$ cat config.mk
export PLATFORM = sky130hd
export DESIGN_NAME = uart_rx_status_fifo
export DESIGN_NICKNAME = d
export VERILOG_FILES = /design/src/rtl/uart_rx_status_fifo.sv
export SDC_FILE = /design/constraint.sdc
export NUM_CORES = 1
export LEC_CHECK = 0
export ABC_AREA = 1
export BUFFER_PORTS_ARGS = -buffer_cell sky130_fd_sc_hd__buf_2
export CELL_PAD_IN_SITES_DETAIL_PLACEMENT = 1
export CELL_PAD_IN_SITES_GLOBAL_PLACEMENT = 2
export CORE_MARGIN = 2
export CORE_UTILIZATION = 45
export CTS_CLUSTER_SIZE = 8
export DETAILED_ROUTE_END_ITERATION = 7
export GPL_TIMING_DRIVEN = 0
export PLACE_DENSITY = 0.93
export SETUP_SLACK_MARGIN = 0.5
export SYNTH_ARGS = -nofsm -noshare
export SYNTH_HDL_FRONTEND = slang
export SYNTH_SLANG_ARGS = --single-unit
$ cat constraint.sdc
create_clock -name clk -period 6.3 [get_ports clk]
set_input_delay 0.945 -clock clk [delete_from_list [all_inputs] [get_ports clk]]
set_output_delay 0.945 -clock clk [all_outputs]
set_load 0.01 [all_outputs]
$ cat src/rtl/uart_rx_status_fifo.sv
// RX character FIFO carrying per-byte {brk,fe,pe} tags, FWFT read side, trigger/error/overflow flags.
// Optional character-timeout interrupt is built when UART_RX_FIFO_TIMEOUT_EN is defined.
module uart_rx_status_fifo #(
  parameter int DATA_WIDTH   = 8,
  parameter int FIFO_DEPTH   = 16,
  parameter int TIMEOUT_BITS = 40,
  localparam int AW = $clog2(FIFO_DEPTH)
) (
  input  logic                  clk,
  input  logic                  rst_n,
  input  logic                  wr_en,
  input  logic [DATA_WIDTH-1:0] wr_data,
  input  logic                  wr_pe,
  input  logic                  wr_fe,
  input  logic                  wr_brk,
  input  logic                  rd_en,
  output logic [DATA_WIDTH-1:0] rd_data,
  output logic [2:0]            rd_err,
  input  logic                  fifo_clear,
  input  logic                  ovf_clr,
  input  logic [AW-1:0]         trig_level,
  input  logic                  bit_tick,
  output logic                  empty,
  output logic                  full,
  output logic [AW:0]           count,
  output logic                  trig_irq,
  output logic                  err_in_fifo,
  output logic                  overflow,
  output logic                  timeout_irq
);
  localparam int EW = DATA_WIDTH + 3;

  logic [EW-1:0] mem [FIFO_DEPTH];
  logic [AW-1:0] wr_ptr, rd_ptr;
  logic [AW:0]   cnt, err_cnt;
  logic [EW-1:0] head;
  logic          pop, push, wr_tagged, head_tagged, drop;
  logic [AW:0]   thr;

  assign head        = mem[rd_ptr];
  assign empty       = (cnt == '0);
  assign full        = (cnt == (AW+1)'(FIFO_DEPTH));
  assign count       = cnt;
  assign err_in_fifo = (err_cnt != '0);

  // Flush dominates both ports; a full FIFO still accepts a write when a pop frees a slot.
  assign pop         = rd_en && !empty && !fifo_clear;
  assign push        = wr_en && (!full || (rd_en && !empty)) && !fifo_clear;
  assign drop        = wr_en && full && !(rd_en && !empty) && !fifo_clear;
  assign wr_tagged   = wr_pe | wr_fe | wr_brk;
  assign head_tagged = |head[EW-1:DATA_WIDTH];

  assign rd_data = empty ? '0 : head[DATA_WIDTH-1:0];
  assign rd_err  = empty ? '0 : head[EW-1:DATA_WIDTH];

  assign thr      = (trig_level == '0) ? (AW+1)'(1) : {1'b0, trig_level};
  assign trig_irq = (cnt >= thr);

  always_ff @(posedge clk) begin
    if (push) mem[wr_ptr] <= {wr_brk, wr_fe, wr_pe, wr_data};
  end

  always_ff @(posedge clk or negedge rst_n) begin
    if (!rst_n) begin
      wr_ptr   <= '0;
      rd_ptr   <= '0;
      cnt      <= '0;
      err_cnt  <= '0;
      overflow <= 1'b0;
    end else if (fifo_clear) begin
      wr_ptr   <= '0;
      rd_ptr   <= '0;
      cnt      <= '0;
      err_cnt  <= '0;
      overflow <= 1'b0;
    end else begin
      if (push) wr_ptr <= wr_ptr + 1'b1;
      if (pop)  rd_ptr <= rd_ptr + 1'b1;
      case ({push, pop})
        2'b10:   cnt <= cnt + 1'b1;
        2'b01:   cnt <= cnt - 1'b1;
        default: cnt <= cnt;
      endcase
      case ({push && wr_tagged, pop && head_tagged})
        2'b10:   err_cnt <= err_cnt + 1'b1;
        2'b01:   err_cnt <= err_cnt - 1'b1;
        default: err_cnt <= err_cnt;
      endcase
      // A dropped write in the same cycle as ovf_clr keeps the flag set.
      if (drop)         overflow <= 1'b1;
      else if (ovf_clr) overflow <= 1'b0;
    end
  end

`ifdef UART_RX_FIFO_TIMEOUT_EN
  localparam int TW = $clog2(TIMEOUT_BITS + 1);
  logic [TW-1:0] idle_cnt;
  logic          to_irq;

  always_ff @(posedge clk or negedge rst_n) begin
    if (!rst_n) begin
      idle_cnt <= '0;
      to_irq   <= 1'b0;
    end else if (fifo_clear || push || pop || empty) begin
      idle_cnt <= '0;
      to_irq   <= 1'b0;
    end else if (bit_tick && (idle_cnt != TW'(TIMEOUT_BITS))) begin
      idle_cnt <= idle_cnt + 1'b1;
      // Fire on the tick that brings the idle count to the limit.
      if (idle_cnt == TW'(TIMEOUT_BITS - 1)) to_irq <= 1'b1;
    end
  end

  assign timeout_irq = to_irq;
`else
  logic unused_timeout;
  assign unused_timeout = bit_tick ^ (TIMEOUT_BITS == 0);
  assign timeout_irq    = 1'b0;
`endif

endmodule

==> flow_summary_export.csv <==
group,metric,value,unit
critical_path,slowest_stage,"clkbuf_1",
finish,layout.nets,821,
grt,grt.busiest_layer,"met2",
routing,drt_pass1_iterations,5,
clocking,clockRootBuffer,"clkbuf_16",
synth,yosysMostFrequentCell,"edfxtp_1",
clocking,ctsHoldBuffers,0,
synth,ys_types,38,
pwr,p_clk_frac,0.312,
die,rows,50,
placement,io_buffers,41,
pwr,p_int,2.396,mW
timing,worstMarginPinSlew,1.427,ns
synth,async_reset_ff_frac,0.09744,
timing,finalSetupViolations,0,
routing,postRouteAntennaNets,0,
synth,synthTopCellsByArea,"edfxtp_1 (62%), nand2_1 (7.5%), dfrtp_1 (5.6%), o221ai_1 (3.9%), inv_1 (3.0%)",
routing,drtIter0Drc,429,
timing,holdWs,0.4458,ns
die,die_height,141.6,µm
synth,synthFlopType,"edfxtp_1",
routing,wire_per_inst,24.57,µm
synth,synth_common_cells,"edfxtp_1 (176), nand2_1 (171), inv_1 (68)",
finish,multi_input_area,2336,µm²
clocking,cts_made_buffers,17,
finish,stdcell_count,1029,
die,start_util,0.4571,
job,drv_cap,0,
clocking,cts_max_path_buffers,2,
synth,syn-num-nets,749,
grt,grt_use_met2,0.4448,
synth,yosysTopAreaCell,"edfxtp_1",
synth,synthesis.area,8522,µm²
timing,fin_ws,2.425,ns
timing,fin_crit_sh,0.6151,
routing,viasPerCell,5.980,
finish,utilization,0.5277,
die,dieWidth,141.6,µm
timing,min_period,3.875,ns
synth,synth_seq_cells,195,
pwr,p_leak,3.855,nW
timing,tns,0,ns
critical_path,cp_max_fo,10,
die,dieArea,20050,µm²
placement,post_dp_cell_area,9215,µm²
clocking,insertion_delay,0.45,ns
die,io-pin-count,44,
clocking,h-tree-depth,4,
synth,synthCells,710,
die,core_area,18640,µm²
placement,finalWeightedCongestion,0.8141,
placement,pre_cts_slack,3.016,ns
clocking,cts_tree,"yes",
critical_path,worst_setup_path_end_kind,"output port",
timing,fin_worst_skew,0.007954,ns
clocking,path_clk_slew,0.08,ns
critical_path,cpPeakStageDelay,0.60,ns
pwr,ir_worst_vdd,0.0002202,V
timing,rsz0062_at_grt,"false",
grt,gr-usage-met1,0.3257,
outcome,status,"complete, no violations",
finish,layout-drive-gt1-share,0.2063,
critical_path,cp.arrival,2.93,ns
finish,fin_area,9838,µm²
clocking,cts_resized,0,
pwr,powerDensity,372.6,nW/µm²
finish,antenna_cells,0,
grt,grt_util_all_layers,0.2610,
timing,slew_violations,0,
pwr,power.total,3.665,mW
synth,ys_seq_area_frac,0.6760,
clocking,cts_setup_buffers,0,
clocking,cts_sinks,195,
grt,overflow,0,
synth,synth_edf_count,176,
min_path,hold_path.class,"in -> async",
grt,antenna_found_initial,0,
timing,worst_slew_margin_rel,0.04508,
grt,grt_pass1_wl,38.55,mm
pwr,power.switching,1.269,mW
grt,grt_pass1_vias,6672,
grt,grt_max_degree,20,
finish,regArea,5761,µm²
pwr,netSwitchingFraction,0.3463,
routing,vias,6153,
routing,finalWirelength,25.28,mm
critical_path,crit_type,"reg -> out",
finish,area_growth,15.45,%
critical_path,start_kind,"flop",
critical_path,reg2reg_slack,3.15,ns
pwr,pwr-share-comb,0.281,
placement,dp.cells,997,
synth,syn_area_per_cell,12.00,µm²
placement,hpwlAfterDp,16.76,mm
timing,finalHoldViolCount,0,
synth,yosys_warnings,0,
critical_path,crit_chain,"buf_6 -> buf_4 -> clkbuf_1 -> a21oi_1 -> o221ai_1 -> nand2_1 -> a31oi_1 -> buf_2",
critical_path,crit_required,5.35,ns
synth,synth_top_area_frac,0.6202,
routing,drcViolationCount,0,
grt,grtUsageMet3,0.05434,
finish,fillCellCount,1928,
timing,fmax,0.2580,GHz
pwr,seqPwrFrac,0.407,
==> placed cells by master (no fill, tap or decap), types with 7 or more instances in the layout <==
cell type  Yosys  layout
edfxtp_1     176     176
nand2_1      171     171
inv_1         68      68
buf_2         17      58
o221ai_1      38      38
nand3_1       35      35
a21oi_1       24      24
nor2_1        24      23
dfrtp_1       19      19
clkbuf_16      0      17
buf_6          4      16
o21ai_0       15      15
a31o_2        15      15
ha_1          15      15
nor3_2         0      12
nand2_2        9       9
a31oi_1        7       7
==> cell families (layout without fill, tap and decap cells) <==
logic type      Yosys count  after routing  synth area share
simple gates            268            268            0.1399
buf+inv                 109            194           0.05726
xor+xnor                  7              7          0.007194
fa+ha+maj                17             17           0.02672
other cells               1              1         0.0004400
flops                   195            195            0.6760
compound gates          113            113           0.09250
==> critical path: cells and delay by family (launching register included) <==
| kind | cells | cell delay, ns |
|---|---|---|
| AOI/OAI and AO/OA | 3 | 0.79 |
| DFF | 1 | 0.43 |
| buffers and inverters | 4 | 1.15 |
| and+or+nand+nor | 1 | 0.10 |
==> cell type report <==
cell class / count / area share
flip-flops and latches: 195 / 0.5855
multi-input cells: 406 / 0.2374
clock buffers: 17 / 0.04324
repair buffers: 53 / 0.03459
well taps: 234 / 0.02976
inverters: 76 / 0.02951
plain buffers: 33 / 0.02009
clock inverters: 15 / 0.01984
==> power by group through the flow <==
stage | logic, mW | registers (mW) | clock network [mW]
5_1_grt | 1.12 | 1.50 | 1.19
6_report | 1.03 | 1.49 | 1.14
4_1_cts | 1.02 | 1.49 | 1.14
3_5_place_dp | 0.994 | 1.52 | 0
2_1_floorplan | 0.634 | 1.51 | 0
3_3_place_gp | 0.925 | 1.51 | 0
==> path summary, 6_finish.rpt <==
check,from,to,cells after the start
hold / removal,rst_n,err_cnt[2],1
setup reg to reg,rd_ptr[0],err_cnt[4],20
setup / recovery,rd_ptr[0],rd_data[3],8
min in group clk,err_cnt[4],err_cnt[4],2
hold reg to reg,err_cnt[4],err_cnt[4],2
max in group asynchronous,rst_n,rd_ptr[3],1
==> flip-flops by register name (all words and copies together) (netlist names) <==
register	count
rd_ptr	4
wr_ptr	4
mem	176
count	5
err_cnt	5
overflow	1
==> layer usage <==
layer,vias to the layer above,share of wire
met1,3096,0.38
met5,-,0
met2,333,0.51
met3,62,0.077
met4,0,0.030
li1,2662,-
No activity file was read; power rests on OpenSTA's default activity.
